### src/rtl/keypad_scan_if.sv
// Keypad scanner signal bundle: scan strobe, matrix row/col lines and key event outputs.
// Latency: none; this is a pure connection bundle.
// Backpressure: none; key events are single-cycle pulses with no ready path.
interface keypad_scan_if;
    logic       enable;     // scan-step strobe, one clk wide
    logic [3:0] row;        // keypad rows, active-low, asynchronous
    logic [3:0] col;        // column drive, active-low one-hot
    logic [3:0] key_code;   // last accepted key, row_idx*4 + col_idx
    logic       key_valid;  // one-clk pulse per accepted press
    logic       key_down;   // high while an accepted key is held

    // Environment side: owns the strobe and the physical rows.
    modport master (
        output enable,
        output row,
        input  col,
        input  key_code,
        input  key_valid,
        input  key_down
    );

    // Scanner side.
    modport slave (
        input  enable,
        input  row,
        output col,
        output key_code,
        output key_valid,
        output key_down
    );
endinterface

### src/rtl/keypad_scan.sv
// 4x4 matrix keypad scanner with debounce; one key event per physical press.
// Latency: 2 clk row synchroniser, then DEBOUNCE_TICKS+1 enable strobes from capture to key_valid.
// Backpressure: none; key_valid is a one-clk pulse and must be consumed when it appears.
module keypad_scan #(
    parameter int DEBOUNCE_TICKS = 4
) (
    input  logic          clk,
    input  logic          rst,
    keypad_scan_if.slave  kp
);

    typedef enum logic [1:0] {
        SCAN     = 2'd0,
        DEBOUNCE = 2'd1,
        HELD     = 2'd2
    } state_t;

    localparam logic [3:0] DB_LIM = 4'(DEBOUNCE_TICKS);

    // Position of the single low bit in an active-low row pattern.
    function automatic logic [1:0] row_enc(input logic [3:0] pat);
        logic [1:0] idx;
        idx = 2'd0;
        case (pat)
            4'b1110: idx = 2'd0;
            4'b1101: idx = 2'd1;
            4'b1011: idx = 2'd2;
            4'b0111: idx = 2'd3;
            default: idx = 2'd0;
        endcase
        return idx;
    endfunction

    // Synchroniser stages
    logic [3:0] row_s1_q, row_s1_d;
    logic [3:0] row_s_q,  row_s_d;

    // Scan / debounce state
    state_t     state_q,     state_d;
    logic [1:0] col_idx_q,   col_idx_d;
    logic [1:0] cidx_q,      cidx_d;
    logic [3:0] pat_q,       pat_d;
    logic [3:0] cnt_q,       cnt_d;

    // Outputs
    logic [3:0] key_code_q,  key_code_d;
    logic       key_valid_q, key_valid_d;
    logic       key_down_q,  key_down_d;

    // Decoded views of the synchronised rows
    logic [3:0] row_n;
    logic       rows_idle;
    logic       single_key;
    logic [3:0] cnt_inc;

    // Two-flop synchroniser input staging; runs every clk regardless of enable.
    always_comb begin
        row_s1_d = kp.row;
        row_s_d  = row_s1_q;
    end

    // Synchroniser registers; reset to "no key" so no phantom press follows reset.
    always_ff @(posedge clk) begin
        if (rst) begin
            row_s1_q <= 4'hF;
            row_s_q  <= 4'hF;
        end else begin
            row_s1_q <= row_s1_d;
            row_s_q  <= row_s_d;
        end
    end

    // Row pattern classification: idle, exactly one key, or ghost/multi-key.
    always_comb begin
        row_n      = ~row_s_q;
        rows_idle  = (row_s_q == 4'hF);
        single_key = (row_n != 4'h0) && ((row_n & (row_n - 4'd1)) == 4'h0);
        cnt_inc    = cnt_q + 4'd1;
    end

    // Next-state and output logic; nothing but key_valid's self-clear moves without enable.
    always_comb begin
        state_d     = state_q;
        col_idx_d   = col_idx_q;
        cidx_d      = cidx_q;
        pat_d       = pat_q;
        cnt_d       = cnt_q;
        key_code_d  = key_code_q;
        key_down_d  = key_down_q;
        key_valid_d = 1'b0;

        if (kp.enable) begin
            case (state_q)
                SCAN: begin
                    if (single_key) begin
                        // Freeze the column on the candidate and start counting.
                        pat_d   = row_s_q;
                        cidx_d  = col_idx_q;
                        cnt_d   = 4'd0;
                        state_d = DEBOUNCE;
                    end else begin
                        // Nothing or an ambiguous pattern: move on to the next column.
                        col_idx_d = col_idx_q + 2'd1;
                    end
                end

                DEBOUNCE: begin
                    if (row_s_q == pat_q) begin
                        if (cnt_inc == DB_LIM) begin
                            key_code_d  = {row_enc(pat_q), cidx_q};
                            key_valid_d = 1'b1;
                            key_down_d  = 1'b1;
                            cnt_d       = 4'd0;
                            state_d     = HELD;
                        end else begin
                            cnt_d = cnt_inc;
                        end
                    end else begin
                        // Bounce: abandon the candidate and resume scanning.
                        cnt_d     = 4'd0;
                        state_d   = SCAN;
                        col_idx_d = col_idx_q + 2'd1;
                    end
                end

                HELD: begin
                    if (rows_idle) begin
                        if (cnt_inc == DB_LIM) begin
                            key_down_d = 1'b0;
                            cnt_d      = 4'd0;
                            state_d    = SCAN;
                            col_idx_d  = cidx_q + 2'd1;
                        end else begin
                            cnt_d = cnt_inc;
                        end
                    end else begin
                        // Still pressed, bouncing or a second key: restart the release count.
                        cnt_d = 4'd0;
                    end
                end

                default: begin
                    state_d = SCAN;
                    cnt_d   = 4'd0;
                end
            endcase
        end
    end

    // State and output registers.
    always_ff @(posedge clk) begin
        if (rst) begin
            state_q     <= SCAN;
            col_idx_q   <= 2'd0;
            cidx_q      <= 2'd0;
            pat_q       <= 4'hF;
            cnt_q       <= 4'd0;
            key_code_q  <= 4'd0;
            key_valid_q <= 1'b0;
            key_down_q  <= 1'b0;
        end else begin
            state_q     <= state_d;
            col_idx_q   <= col_idx_d;
            cidx_q      <= cidx_d;
            pat_q       <= pat_d;
            cnt_q       <= cnt_d;
            key_code_q  <= key_code_d;
            key_valid_q <= key_valid_d;
            key_down_q  <= key_down_d;
        end
    end

    // Column drive follows col_idx directly; event outputs are masked while rst is high.
    always_comb begin
        kp.col       = ~(4'b0001 << col_idx_q);
        kp.key_code  = key_code_q;
        kp.key_valid = key_valid_q & ~rst;
        kp.key_down  = key_down_q & ~rst;
    end

endmodule

### src/flat_wrapper.sv
// flat-port wrapper written by rule: the top's interface ports become plain ports
module keypad_scan_flat 
#(
    parameter int DEBOUNCE_TICKS = 4
)
  (clk, rst, kp_enable, kp_row, kp_col, kp_key_code, kp_key_valid, kp_key_down);
  keypad_scan_if kp_i ();
  input  logic clk;
  input  logic rst;
  input wire logic [$bits(kp_i.enable)-1:0] kp_enable;
  input wire logic [$bits(kp_i.row)-1:0] kp_row;
  output wire logic [$bits(kp_i.col)-1:0] kp_col;
  output wire logic [$bits(kp_i.key_code)-1:0] kp_key_code;
  output wire logic [$bits(kp_i.key_valid)-1:0] kp_key_valid;
  output wire logic [$bits(kp_i.key_down)-1:0] kp_key_down;
  assign kp_i.enable = kp_enable;
  assign kp_i.row = kp_row;
  assign kp_col = kp_i.col;
  assign kp_key_code = kp_i.key_code;
  assign kp_key_valid = kp_i.key_valid;
  assign kp_key_down = kp_i.key_down;
  keypad_scan #(.DEBOUNCE_TICKS(DEBOUNCE_TICKS)) u_core (.clk(clk), .rst(rst), .kp(kp_i));
endmodule
### config.mk
export PLATFORM = sky130hd
export DESIGN_NAME = keypad_scan_flat
export DESIGN_NICKNAME = d
export VERILOG_FILES = /design/src/rtl/keypad_scan_if.sv /design/src/rtl/keypad_scan.sv /design/src/flat_wrapper.sv
export SDC_FILE = /design/constraint.sdc
export NUM_CORES = 1
export LEC_CHECK = 0
export ABC_AREA = 1
export BUFFER_PORTS_ARGS = -buffer_cell sky130_fd_sc_hd__buf_2
export CAP_MARGIN = 40
export CORE_ASPECT_RATIO = 0.6
export CORE_MARGIN = 4
export CORE_UTILIZATION = 40
export DETAILED_ROUTE_END_ITERATION = 10
export PLACE_DENSITY = 0.69
export SYNTH_ARGS = -nofsm -noshare
export SYNTH_HDL_FRONTEND = slang
export SYNTH_SLANG_ARGS = --single-unit
### constraint.sdc
create_clock -name clk -period 1.95 [get_ports clk]
set_clock_uncertainty 0.15 [all_clocks]
set_input_delay 0.585 -clock clk [delete_from_list [all_inputs] [get_ports clk]]
set_output_delay 0.585 -clock clk [all_outputs]
set_load 0.02 [all_outputs]
## Word-level counts from Yosys, hierarchy flattened

Cells that the tools add are included.

| storage, ports and cells | value |
|---|---|
| word-level logic and storage cells | 76 |
| bits in registers | 28 |
| output and inout bits | 10 |

| cells by class | value |
|---|---|
| mux-type cells | 23 |
| $add $sub $neg | 4 |
| bitwise gates (word level) | 9 |
| shifts and indexed selects | 1 |
| reduce and logical (&&, ||, !) cells | 13 |
| eq/ne operators | 16 |

Operator list:

| operator | number |
|---|---|
| 2-bit two-way mux | 9 |
| 2-bit one-hot mux with 3 select lines | 3 |
| 4-bit two-way mux | 4 |
| 4-bit equality test (second input constant) | 3 |
| 4-bit one-hot mux with 3 select lines | 1 |
| 6-bit AND reduction | 2 |
| 2-bit by 1-bit != test with 1-bit output (second input constant) | 5 |
| 4-bit by 3-bit equality test with 1-bit output (second input constant) | 2 |
| 4-bit inverter | 2 |
| 1-bit two-way mux | 5 |
| 5-bit AND reduction | 1 |
| 2-bit by 1-bit adder with 2-bit output (second input constant) | 2 |
| 4-bit by 1-bit adder with 4-bit output (second input constant) | 1 |
| 4-bit bitwise AND | 1 |
| 4-bit equality test | 1 |
| 4-bit logical NOT | 1 |
| 2-bit != test (second input constant) | 2 |
| 1-bit inverter | 4 |
| 4-bit AND reduction | 1 |
| 4-bit nonzero test | 1 |
| 4-bit OR reduction | 1 |
| 1-bit by 2-bit left shift with 4-bit output (first input constant) | 1 |
| 4-bit by 1-bit subtractor with 4-bit output (second input constant) | 1 |
| 3-bit != test (second input constant) | 1 |
| 10 further kinds | 11 |

## Longest topological paths before layout

| depth | value |
|---|---|
| depth in word-level cells | 7 |
| gate-level depth with buffers | 12 |
| gate-level depth less buffers | 12 |

## Worst setup path before layout

Ideal clock, no wire load.

| timing | value |
|---|---|
| path kind | input-to-output |
| start point | input rst |
| end point | output kp_key_down |
| stages | 2 |
| arrival time | 1.074 ns |
| setup slack | 0.141 ns |
| data required time | 1.215 ns |
| path through | clkbuf_1 -> nor2_1 |

| on the way | value |
|---|---|
| cells in the longest elaborated chain, start to end | 2 |

Ends and longest elaborated chain:

| element | RTL line | text |
|---|---|---|
| start: declaration | flat_wrapper.sv:9 | `input logic rst;` |
| 1-bit inverter | keypad_scan.sv:178 | `kp.key_down = key_down_q & ~rst;` |
| 1-bit bitwise AND | keypad_scan.sv:178 |  |
| end: declaration | flat_wrapper.sv:15 | `output wire logic [$bits(kp_i.key_down)-1:0] kp_key_down;` |

Every way passes these cells.

## Worst setup path in the final report

| timing | value |
|---|---|
| start point | register u_core.col_idx_q[1] |
| end point | output kp_col[0] |

| on the way | value |
|---|---|
| cells in the longest elaborated chain, start to end | 2 |

Ends and longest elaborated chain:

| element | RTL line | text |
|---|---|---|
| start: declaration | keypad_scan.sv:40 | `logic [1:0] col_idx_q, col_idx_d;` |
| start signal: assignment | keypad_scan.sv:163 | `col_idx_q <= col_idx_d;` |
| 1-bit by 2-bit left shift with 4-bit output | keypad_scan.sv:175 | `kp.col = ~(4'b0001 << col_idx_q);` |
| 4-bit inverter | keypad_scan.sv:175 |  |
| end: declaration | flat_wrapper.sv:12 | `output wire logic [$bits(kp_i.col)-1:0] kp_col;` |

Every way passes these cells.

==> flow_summary.yaml <==
worst_setup_path:
  critical_path.max_fanout: 4
  timing.critical_path.to_type: "output pin"
  critical_path_class: "register to output pin"
  worst-endpoint-required_ns: 1.21
  start_kind: "register"
  critical_path_arrival_ns: 0.99
drt:
  routed_wl_um: 2670
  detailroute.via_count: 1203
  route.antenna.remaining_nets: 0
  remaining_drc_errors: 0
  avgViaCountPerCell: 4.49
  drt_first_iter_violations: 44
  detail_route.wl_per_cell_um: 9.95
  drt_pass1_iterations: 4
clocking:
  cell_chosen_for_the_clock_root: "sky130_fd_sc_hd__clkbuf_8"
  cts.path.max_buffers: 2
  setup_buffers_after_cts: 0
  path_clk_slew_ns: 0.09
  clkSinkCount: 28
  clock_h_tree_levels: 1
  cts_resized: 0
  tritoncts.num_buffers: 3
  tritoncts_clock_tree: "done"
  clk_latency_ns: 0.28
  cts_hold_repair.buffers: 0
synth:
  synthesis.nets: 217
  synth-seq-area-share_pct: 39.2
  postSynthAreaPerCell_um2: 7.00
  yosysTopAreaCellShare_pct: 39.2
  cells_after_synthesis: 204
  yosys.area.top_type: "sky130_fd_sc_hd__dfxtp_1"
  yosys_warns: 0
  netlist_top_cells_area: "sky130_fd_sc_hd__dfxtp_1 39%, sky130_fd_sc_hd__nand2_1 14%, sky130_fd_sc_hd__nor2_1 7.6%"
  synth_cell_type_count: 23
  ys_seq_elements: 28
  post_syn_area_mm2: 0.00143
status:
  status: "complete, no violations"
finish:
  layout.cell_area.non_filler_mm2: 0.00164
  commonest_cells_after_routing_fill_and_taps_aside: "54 x sky130_fd_sc_hd__nand2_1, 29 x sky130_fd_sc_hd__nor2_1, 26 x sky130_fd_sc_hd__dfxtp_1, 24 x sky130_fd_sc_hd__inv_1, 16 x sky130_fd_sc_hd__buf_2"
  insertedDiodeCount: 0
  layout.nets: 237
  layout_commonest_cell: "sky130_fd_sc_hd__nand2_1"
  post_route_cells_drive_above_1_share_pct: 19.3
  post-route-util_pct: 49.2
  post_layout_nonfiller_instances: 268
  flow.area_growth_from_synthesis_pct: 15.1
place:
  placed_cells_incl_taps: 264
  gpl.final_weighted_congestion: 0.926
  port_buffers: 16
  place.detailed.hpwl_um: 2070
  dpl_cell_area_mm2: 0.00157
timing:
  fin_crit_sh_pct: 88.3
  timing.final.max_slew_violations: 0
  finalHoldViolCount: 0
  relative_slew_margins_pct: 76.8
  totalNegativeSetupSlack_ns: 0
  setup_viol: 0
  final_critical_path_time_including_i_o_delays_and_setup_ns: 1.72
  rsz_0062_raised_after_global_routing: "false"
  transition_time_at_the_pin_with_the_least_slew_margin_ns: 0.348
  clock.fmax_mhz: 581
power:
  worst_ir_drop_vdd_v: 0.000334
  power_switching_share_pct: 28.1
  powerDensity_mw_per_mm2: 842
  intPower_w: 0.000995
  comb_power_share_pct: 21.0
  pleak_nw: 0.781
  switching_power_w: 0.000390
  clock_power_share_pct: 32.7
  part_of_the_total_power_dissipated_in_sequential_elements_pct: 46.3
floorplanning:
  placeableCoreArea_mm2: 0.00334
  ioPinCount: 17
  placementRows: 16
  floorplan.die.height_um: 54.3
  die_area_mm2: 0.00462
  die-width_um: 85.2
  initial_cell_density_of_the_core_pct: 42.7
job:
  drv.max_cap_violation_count: 0
hold_path:
  worstHoldPathType: "register to register"
grt:
  pin_count_of_the_biggest_net_entering_global_routing: 17
  initial_antenna_violation_count: 0
  grt_first_pass_wirelength_um: 4550
  grt_overflow: 0
  number_of_global_route_vias_before_repair: 997
  gr-usage-all-layers_pct: 12.9
## power by group through the flow
stage                     registers [W]  clock network (W)  logic, W
final                          0.000640           0.000453  0.000291
after CTS                      0.000640           0.000478  0.000290
after floorplan                0.000645                  0  0.000228
after global routing           0.000646           0.000494  0.000329
after global placement         0.000653                  0  0.000289
after detailed placement       0.000654                  0  0.000290
## registers in the layout (all words and copies together), names as in the netlist
name                count
u_core.cnt_q            4
u_core.cidx_q           2
u_core.state_q          2
u_core.key_valid_q      1
u_core.pat_q            4
u_core.col_idx_q        2
u_core.row_s_q          4
u_core.row_s1_q         4
u_core.key_down_q       1
u_core.kp.key_code      4
## path summary, 6_finish.rpt
| check | to | depth (start not counted) | start | slack, ns |
|---|---|---|---|---|
| hold reg to reg | u_core.row_s_q[2]$_SDFF_PP1_ | 1 | u_core.row_s1_q[2]$_SDFF_PP1_ | 0.26 |
| setup / recovery | kp_col[0] | 3 | u_core.col_idx_q[1]$_SDFFE_PP0P_ | 0.23 |
| setup reg to reg | u_core.kp.key_code[2]$_SDFFE_PP0P_ | 12 | u_core.cnt_q[0]$_SDFFE_PP0P_ | 0.25 |
| hold / removal | u_core.row_s_q[2]$_SDFF_PP1_ | 1 | u_core.row_s1_q[2]$_SDFF_PP1_ | 0.26 |
## synth_stat cells (all sizes together)
cell,instances
nand2,56
nor2,32
dfxtp,28
inv,25
a21oi,11
nand3,11
o21ai,10
or2,8
ha,6
nand4,3
o211ai,3
xnor2,3
buf,2
clkbuf,2
xor2,2
nand3b,1
nor4,1
## metrics by stage
| stage | setup WS [ns] | hold slack, ns | total power [W] |
|---|---|---|---|
| floorplan | 0.141 | 0.239 | 0.000874 |
| global placement | 0.236 | 0.242 | 0.000942 |
| detailed placement | 0.223 | 0.244 | 0.000944 |
| CTS | 0.193 | 0.268 | 0.00141 |
| global route | 0.0155 | 0.275 | 0.00147 |
| finish | 0.228 | 0.265 | 0.00138 |
## worst max-delay path: stages (launching register included)
cell and delay [ns]:
sky130_fd_sc_hd__dfxtp_1 0.39, sky130_fd_sc_hd__inv_1 0.10, sky130_fd_sc_hd__nand2_1 0.07, sky130_fd_sc_hd__buf_2 0.15
## metal layers
metal | vias to the layer above | part of all wire (%) | wire length (um) | GRT usage (%)
li1 | 677 | - | - | -
met1 | 481 | 55 | 1470 | 18.1
met2 | 41 | 34 | 916 | 18.3
met3 | 4 | 9.4 | 250 | 4.51
met4 | 0 | 1.3 | 34 | 4.74
met5 | - | 0 | 0 | 0
## area by class of cell
class	instances	area, um^2
clock buffer	3	41.3
clock inverter	1	30.0
fill	358	1700
inverter	25	93.8
multi-input combinational	147	744
sequential	28	563
tap	45	56.3
timing repair buffer	19	115
## cells by family (layout without fill, tap and decap cells)
logic type,Yosys count,after routing,synth area share (%)
AOI/OAI and AO/OA,24,24,9.72
xor gates and xnor gates,5,5,3.07
adders and majority gates,6,6,5.25
buffers and inverters,29,48,8.67
DFF,28,28,39.2
and+or+nand+nor,112,112,34.1
(Power assumes the default switching activity.)
